[src/rtl/alu_arbiter.sv]
// Two-requester arbiter in front of one shared combinational ALU, with a one-entry response slot.
// Round-robin by default; define ALU_ARB_FIXED_PRIO_EN for fixed priority (req0 always wins).
module alu_arbiter #(
    parameter int unsigned XLEN = 32
) (
    input  logic            clk,
    input  logic            rst_n,

    input  logic            req0_valid,
    output logic            req0_ready,
    input  logic [XLEN-1:0] req0_in1,
    input  logic [XLEN-1:0] req0_in2,
    input  logic [3:0]      req0_funct,

    input  logic            req1_valid,
    output logic            req1_ready,
    input  logic [XLEN-1:0] req1_in1,
    input  logic [XLEN-1:0] req1_in2,
    input  logic [3:0]      req1_funct,

    output logic [XLEN-1:0] alu_in1,
    output logic [XLEN-1:0] alu_in2,
    output logic [3:0]      alu_funct,
    input  logic [XLEN-1:0] alu_result,

    output logic            rsp_valid,
    input  logic            rsp_ready,
    output logic            rsp_id,
    output logic [XLEN-1:0] rsp_data,
    output logic            rsp_err
);

    localparam int unsigned FUNCT_W = 4;

    typedef struct packed {
        logic [XLEN-1:0]    in1;
        logic [XLEN-1:0]    in2;
        logic [FUNCT_W-1:0] funct;
    } alu_op_t;

    alu_op_t         op0_c;
    alu_op_t         op1_c;
    alu_op_t         op_sel_c;
    logic            slot_free_c;
    logic            grant0_c;
    logic            grant1_c;
    logic            grant_any_c;
    logic            illegal_c;
    logic [XLEN-1:0] result_c;

    assign op0_c = {req0_in1, req0_in2, req0_funct};
    assign op1_c = {req1_in1, req1_in2, req1_funct};

    // Slot accepts a new op when empty or being drained this cycle.
    assign slot_free_c = ~rsp_valid | rsp_ready;

`ifdef ALU_ARB_FIXED_PRIO_EN
    always_comb begin
        grant0_c = 1'b0;
        grant1_c = 1'b0;
        if (rst_n && slot_free_c) begin
            if (req0_valid) begin
                grant0_c = 1'b1;
            end else if (req1_valid) begin
                grant1_c = 1'b1;
            end
        end
    end
`else
    logic last_grant;

    // Round-robin: on contention the requester not granted last wins.
    always_comb begin
        grant0_c = 1'b0;
        grant1_c = 1'b0;
        if (rst_n && slot_free_c) begin
            if (req0_valid && req1_valid) begin
                grant0_c = last_grant;
                grant1_c = ~last_grant;
            end else if (req0_valid) begin
                grant0_c = 1'b1;
            end else if (req1_valid) begin
                grant1_c = 1'b1;
            end
        end
    end

    // Reset to 1 so req0 wins the first contention.
    always_ff @(posedge clk or negedge rst_n) begin
        if (!rst_n) begin
            last_grant <= 1'b1;
        end else if (grant_any_c) begin
            last_grant <= grant1_c;
        end
    end
`endif

    assign grant_any_c = grant0_c | grant1_c;
    assign req0_ready  = grant0_c;
    assign req1_ready  = grant1_c;

    // Operand mux toward the shared ALU; idle drives all-zero.
    always_comb begin
        op_sel_c = '0;
        if (grant1_c) begin
            op_sel_c = op1_c;
        end else if (grant0_c) begin
            op_sel_c = op0_c;
        end
    end

    assign alu_in1   = op_sel_c.in1;
    assign alu_in2   = op_sel_c.in2;
    assign alu_funct = op_sel_c.funct;

    always_comb begin
        illegal_c = 1'b0;
        case (op_sel_c.funct)
            4'b0010, 4'b0011, 4'b1010, 4'b1011: illegal_c = 1'b1;
            default:                            illegal_c = 1'b0;
        endcase
    end

    // Illegal codes never let the ALU's undefined output into the response.
    assign result_c = illegal_c ? '0 : alu_result;

    always_ff @(posedge clk or negedge rst_n) begin
        if (!rst_n) begin
            rsp_valid <= 1'b0;
            rsp_id    <= 1'b0;
            rsp_data  <= '0;
            rsp_err   <= 1'b0;
        end else if (grant_any_c) begin
            rsp_valid <= 1'b1;
            rsp_id    <= grant1_c;
            rsp_data  <= result_c;
            rsp_err   <= illegal_c;
        end else if (rsp_ready) begin
            rsp_valid <= 1'b0;
        end
    end

endmodule

[config.mk]
export PLATFORM = sky130hd
export DESIGN_NAME = alu_arbiter
export DESIGN_NICKNAME = d
export VERILOG_FILES = /design/src/rtl/alu_arbiter.sv
export SDC_FILE = /design/constraint.sdc
export NUM_CORES = 1
export LEC_CHECK = 0
export CELL_PAD_IN_SITES_DETAIL_PLACEMENT = 1
export CELL_PAD_IN_SITES_GLOBAL_PLACEMENT = 1
export CORE_MARGIN = 5
export CORE_UTILIZATION = 17
export DETAILED_ROUTE_END_ITERATION = 16
export PLACE_DENSITY = 0.81
export REMOVE_ABC_BUFFERS = 1
export SYNTH_ARGS = -nofsm -noshare
export SYNTH_HDL_FRONTEND = slang
export SYNTH_SLANG_ARGS = --single-unit
[constraint.sdc]
create_clock -name clk -period 4.3 [get_ports clk]
set_input_delay 1.29 -clock clk [delete_from_list [all_inputs] [get_ports clk]]
set_output_delay 1.29 -clock clk [all_outputs]
set_load 0.02 [all_outputs]
* Word level (Yosys, flattened, before mapping)
Cells that the tools add are included.
Operators by class: reduce and logical (&&, ||, !) cells 4, muxes and demuxes 13, equality and inequality tests 4, bitwise logic cells 4
Operator list (number):
- two-way mux 68 bit | 2
- two-way mux 32 bit | 1
- two-way mux 1 bit | 10
- == test 4 x 2 -> 1 bit, second input constant | 2
- == test 4 bit, second input constant | 2
- OR reduction 4 bit | 1
- logical AND 1 bit | 2
- NOT 1 bit | 2
- OR 1 bit | 2
- nonzero test 2 bit | 1
Word-level totals: flip-flop bits (word level) 36

* Depth between registers and ports, before layout
word-level depth 10, mapped depth 6

* Least setup slack after synthesis
No wires, ideal clock.
path kind input to output, from in rsp_ready, to out alu_in1[10], cell stages on the path 5, arrival 2.293 ns, data required time 3.010 ns, path slack 0.717 ns, cells stage by stage nand2b_4 -> and4_1 -> buf_4 -> buf_2 -> a22o_1
RTL lines:
- start: declaration | RTL line 27 | input logic rsp_ready,
- OR 1 bit | RTL line 55 | assign slot_free_c = ~rsp_valid | rsp_ready;
- logical AND 1 bit | RTL line 76 | if (rst_n && slot_free_c) begin
- two-way mux 1 bit | RTL line 76
- named net req1_ready | RTL line 16 | output logic req1_ready,
- two-way mux 68 bit | RTL line 105 | if (grant1_c) begin
- end: declaration | RTL line 21 | output logic [XLEN-1:0] alu_in1,
The timed path passes the listed nets, and every way through them passes these cells.

* Final worst setup path
from in req0_valid, to out alu_in2[12]
On the way: longest elaborated chain between the ends 5
RTL lines:
- start: declaration | RTL line 9 | input logic req0_valid,
- two-way mux 1 bit / logical AND 1 bit (equally long branches) | RTL line 80, 77
- two-way mux 1 bit | RTL line 77 | if (req0_valid && req1_valid) begin
- two-way mux 1 bit | RTL line 76
- two-way mux 68 bit | RTL line 107 | end else if (grant0_c) begin
- two-way mux 68 bit * | RTL line 105
- end: declaration | RTL line 22 | output logic [XLEN-1:0] alu_in2,
Mark *: on every way between the ends. The rest lies on a longest branch, timed or not.

==> results.md <==
- YS warnings: 0
- Die Y-Extent: 120.3 µm
- H-tree Lvls: 2
- Post-DP HPWL: 10,610 µm
- CP Cell Sequence: clkdlybuf4s50_1 -> nand2_1 -> and4_2 -> buf_12 -> a22o_1 -> dlygate4sd2_1
- Worst skew pair latency: 0.27 ns
- Met1 WL: 4609 µm
- Synth cell types: 22
- Final Max Tran Viols: 0
- Vias per inst: 4.669
- DIE WIDTH: roughly 120 µm
- Clock buffer depth: 2
- CTS Buf Count: 5
- Fin. Hold Viols: 0
- Antenna viol nets, final: 0
- Startpoint type of the worst setup path: input pin
- CTS Root Cell: clkbuf_16
- Slew headroom: 68.52%
- Sequential cell area: 902.1 µm²
- Drt total wl: 12,560 µm
- Worst hold path type: flop to flop
- PD cells: roughly 360 nW/µm²
- CP Max Fanout: 50
- Register area share after synthesis: between 40% and 50%
- Least-Margin Pin Slew: 0.4722 ns
- Starting density of the core: 17.29%
- Drt pass-1 iters: 4
- Crit Path Class: input pin to primary output
- # clock sinks: 36
- Worst vdd ir: 0.2988 mV
- Avg Inst Size Synth: roughly 12 µm²
- Highest metal used: met4
- Fin crit share: between 90% and 100%
- Worst hold slack: 0.4889 ns
- Final setup viols: 0
- Post-Route Skew: around 0.0045 ns
- Final nets: 628
- FP Rows: 40
- First-pass GRT wire length: 18,150 µm
- Setup slack after layout: about 0.037 ns
- Worst path required time: between 3 and 4 ns
- Fmax: roughly 0.23 GHz
- Final min period: between 4 and 5 ns
- Family with the most delay on the worst path: buffers and inverters
- Number of global-route vias before repair: 3,151
- Leak: between 0.002 and 0.0025 µW
- Gpl congestion: 0.9522
- Input/output buffers: 277
- Cell count after synthesis: 179
- Synthesized flop and latch total: 36
- Core ar.: 11,960 µm²
- PostCTS Resize Cnt: just under 70
- Slowest cell delay on critical path: 0.52 ns
- P&R area growth vs syn: 146.8%
- CTS tree: done
- Initial drt markers: 100
- Overall routing resource usage: around 16%
- Die area: 14,470 µm²
- Clock Pin Slew Worst Setup and Hold Paths: 0.05 ns
- Largest net degree at the start of global routing: 51
- Fraction of layout cells with a size suffix above 1: 6.360%
- Crit-path slowest cell: clkdlybuf4s50_1
- Initial antenna violation count: 1
- Io pins: ~280
- Critical Path AT: just under 3 ns
- Hold buffer count at CTS: 0
- Layout fillers: approximately 1.3k
- Place WS: -0.2606 ns
- Gr ovfl total: 0
- Synthesized area: between 2000 and 2500 µm²
- Met2 WL: 6399 µm
- Total number of vias: 2,825
- CP endpoint kind: primary output
- Footprint of the multi-input gates: 1025 µm²
- WL met3: 1127 µm
- Outcome: completed
- Avg WL per Cell: 20.75 µm
- Postcts setup bufs: 0
- Max cap viols: 0
- WP buf/inv: 3
- DRC Markers: 0
- RSZ-0062 raised after global routing: no
[final timing paths]
kind / startpoint / end / slack, ns / depth (start not counted)
setup / recovery: req0_valid / alu_in2[12] / 0.04 / 6
hold / removal: rsp_id / rsp_id / 0.49 / 1
setup reg to reg: last_grant / rsp_data[23] / 2.34 / 6
hold reg to reg: rsp_id / rsp_id / 0.49 / 1
max in group asynchronous: rst_n / last_grant / 2.82 / 2
min in group asynchronous: rst_n / rsp_valid / 1.14 / 2
[cells by family after synthesis]
logic type	after synthesis	synth area share [%]
AOI/OAI and AO/OA	103	43.50
buffers and inverters	22	6.896
DFF	36	43.62
and+or+nand+nor	18	5.989
[metal layers]
layer | GRT usage [%] | up-vias
met5 | 0 | -
met4 | 6.516 | 0
met3 | 4.443 | 22
met2 | 29.47 | 171
met1 | 17.85 | 1348
li1 | - | 1284
[cells in the final DEF, fill, tap and decap left out, types with 2 or more instances in the layout]
| master | synthesis | routed |
|---|---|---|
| buf_4 | 1 | 10 |
| nand2_1 | 5 | 5 |
| clkbuf_16 | 0 | 5 |
| clkbuf_2 | 0 | 2 |
| nand4_1 | 2 | 2 |
| dlygate4sd2_1 | 0 | 58 |
| buf_12 | 0 | 3 |
| diode_2 | 0 | 2 |
| a21o_1 | 2 | 2 |
| nand2b_1 | 2 | 2 |
| clkdlybuf4s50_1 | 0 | 207 |
| dfrtp_1 | 35 | 35 |
| a22o_1 | 99 | 99 |
| clkdlybuf4s15_1 | 0 | 9 |
[synthesized netlist by cell type]
cell	number	share of area (%)
a21o_1	2	0.73
a21oi_1	1	0.24
a22o_1	99	42
and2_1	1	0.30
and4_1	1	0.42
buf_2	15	3.6
buf_4	1	0.36
buf_6	5	2.7
dfrtp_1	35	42
dfstp_2	1	1.3
inv_2	1	0.18
nand2_1	5	0.91
nand2b_1	2	0.60
nand2b_4	1	0.67
nand3b_1	1	0.36
nand4_1	2	0.60
nand4b_1	1	0.42
nor2_1	1	0.18
nor2_8	1	0.97
nor2b_1	1	0.30
nor3_1	1	0.24
o211ai_2	1	0.60
[through the flow]
stage | util, % | total power, µW | instances | setup TNS (ns) | area (µm²)
2_1_floorplan | - | 914.4 | 158 | -28.62 | 1929
3_3_place_gp | 41.95 | 1492 | 595 | -11.51 | 5017
3_5_place_dp | 41.95 | 1511 | 595 | -12.51 | 5017
4_1_cts | 42.59 | 1883 | 603 | 0 | 5095
5_1_grt | 42.67 | 1957 | 605 | 0 | 5104
6_report | 42.67 | 1854 | 605 | 0 | 5104
[state kept, by name, indices dropped and copies added (netlist names)]
| name | count |
|---|---|
| last_grant | 1 |
| rsp_data | 32 |
| rsp_err | 1 |
| rsp_id | 1 |
| rsp_valid | 1 |
[final cells by class]
class / count / area share (%)
Clock buffer: 6 / 2.525
Multi-Input combinational cell: 121 / 20.08
Inverter: 1 / 0.07355
Timing Repair Buffer: 290 / 55.26
Sequential cell: 36 / 17.68
Antenna cell: 2 / 0.09806
Clock inverter: 2 / 0.6864
Tap cell: 147 / 3.604
[power breakdown]
| part | internal [µW] | switching, µW | leakage, µW | total (µW) |
|---|---|---|---|---|
| Combinational | 504 | 444 | 0.00180 | 948 |
| Sequential | 442 | 60.8 | 0.000442 | 503 |
| Clock | 272 | 131 | 0.0000809 | 403 |
| Total | 1220 | 635 | 0.00233 | 1850 |
[worst reg2reg max path, stage by stage, from the launching register on]
cell and delay, ns:
dfstp_2 0.53, nand2_1 0.07, and4_2 0.28, buf_4 0.19
buf_4 0.18, nor2_8 0.39, a22o_1 0.25
Note: power is estimated with default switching activity, not from simulation.
==> patch (same flow settings) <==
The parameter `XLEN` goes from 32 to 28.
--- a/src/rtl/alu_arbiter.sv
+++ b/src/rtl/alu_arbiter.sv
@@ -1,7 +1,7 @@
 // Two-requester arbiter in front of one shared combinational ALU, with a one-entry response slot.
 // Round-robin by default; define ALU_ARB_FIXED_PRIO_EN for fixed priority (req0 always wins).
 module alu_arbiter #(
-    parameter int unsigned XLEN = 32
+    parameter int unsigned XLEN = 28
 ) (
     input  logic            clk,
     input  logic            rst_n,
Ports: changed (8 resized); port bits go from 278 to 246. No check against the original RTL was run, so the function may have changed too.
==> patch against the original RTL <==
  * Count of clock-buffer cells in the layout is 2 higher
  * Combinational power shrank 9.5%
  * Sequential power down 11%
  * Critical path depth is the same
  * Total power decreased by 17%
  * Area after synthesis down 8.6%
  * Die area down 7.9%
  * Sequential cell count shrank 4
  * Non-clock buffer count decreased by 25
  * Wire length down 10%
  * Final area shrank 10%
  * Worst setup slack better by 0.016 ns
  * Critical path type unchanged
==> patch: results <==
{
  "multi_input_area_share": 0.204,
  "worst-path-max-fanout": 12,
  "reg2reg_to": "rsp_data[1]",
  "finalWeightedCongestion": 0.860,
  "tightest_slew_ns": 0.307,
  "grt_pass1_vias": 2752,
  "routedWlPerCell_um": 20.3,
  "ff2ff_setup_slack_ns": 2.54,
  "cts-root-buf": "clkbuf_8",
  "fillers": 1233,
  "num-nonclk-buffers": 265,
  "buffer_area_frac": 0.562,
  "largest_reg_flops": 28,
  "cts_resized": 60,
  "grt_pass1_wl_um": 16200,
  "drt-initial-drc-count": 137,
  "yosysUniqueCellTypes": 24,
  "critPathArrivalTime_ns": 2.96,
  "placed_cell_area_um2": 4550,
  "cts.sinks": 32,
  "antenna_found_initial": 0,
  "reg2reg_depth": 7,
  "ys_seq_area_frac": 0.424,
  "final_layout_size_suffix_gt1_frac": 0.0916,
  "dp_slack_ns": -0.228,
  "cts.clk_slew.worst_paths_ns": 0.07,
  "ys_top_cells_by_area": "dfrtp_1, a22o_1, buf_6",
  "power_leakage_nw": 2.09,
  "track_usage": 0.157,
  "status": "complete, no violations",
  "finClkSkew_ns": 0.00339,
  "seq_share": 0.175,
  "grt_max_degree": 39,
  "n_clock_buffer": 8,
  "diodes": 0,
  "nets": 567,
  "vias": 2507,
  "slowest_delay_ns": 0.44,
  "portBuffers": 245
}
==> patch: worst max-delay path by stage <==
stage / from / to / slack [ns] / depth (start not counted)
after floorplan: rsp_ready / alu_funct[0] / 0.46 / 4
after global placement: rsp_ready / alu_in2[7] / -0.19 / 6
after detailed placement: rsp_ready / alu_in1[3] / -0.23 / 6
after CTS: rsp_ready / alu_in2[23] / 0.04 / 7
after global routing: rsp_ready / alu_in1[26] / 0.001 / 6
final: rsp_ready / alu_funct[1] / 0.05 / 6
==> patch: where the power goes <==
| group | switching, mW | internal, mW | total (mW) |
|---|---|---|---|
| sequential | 0.0540 | 0.393 | 0.447 |
| clock | 0.107 | 0.131 | 0.238 |
| combinational | 0.396 | 0.462 | 0.858 |
| total | 0.557 | 0.985 | 1.54 |
==> patch: stage by stage <==
stage                     hold WS, ns  TNS, ns  std cells  utilization  power, mW
after CTS                       0.505        0        555        0.419       1.56
after global routing            0.534        0        555        0.421       1.63
final                           0.492        0        555        0.421       1.54
after floorplan                 0.501        0        142            -      0.813
after detailed placement        0.489   -10.77        547        0.418       1.36
after global placement          0.464    -8.92        547        0.418       1.33
==> patch: cells by family (layout without fill, tap and decap cells) <==
group | Yosys count | in the layout | synth area share
buffers and inverters | 20 | 274 | 0.0867
flip-flops | 32 | 32 | 0.424
AND/OR/NAND/NOR | 18 | 18 | 0.0688
AO/OA/AOI/OAI | 91 | 91 | 0.420
==> patch: per-layer routing <==
| metal | global-route usage | up-vias | routed length [um] |
|---|---|---|---|
| li1 | - | 1159 | - |
| met1 | 0.186 | 1176 | 4160 |
| met2 | 0.270 | 150 | 5600 |
| met3 | 0.0475 | 22 | 1140 |
| met4 | 0.0540 | 0 | 388 |
| met5 | 0 | - | 0 |
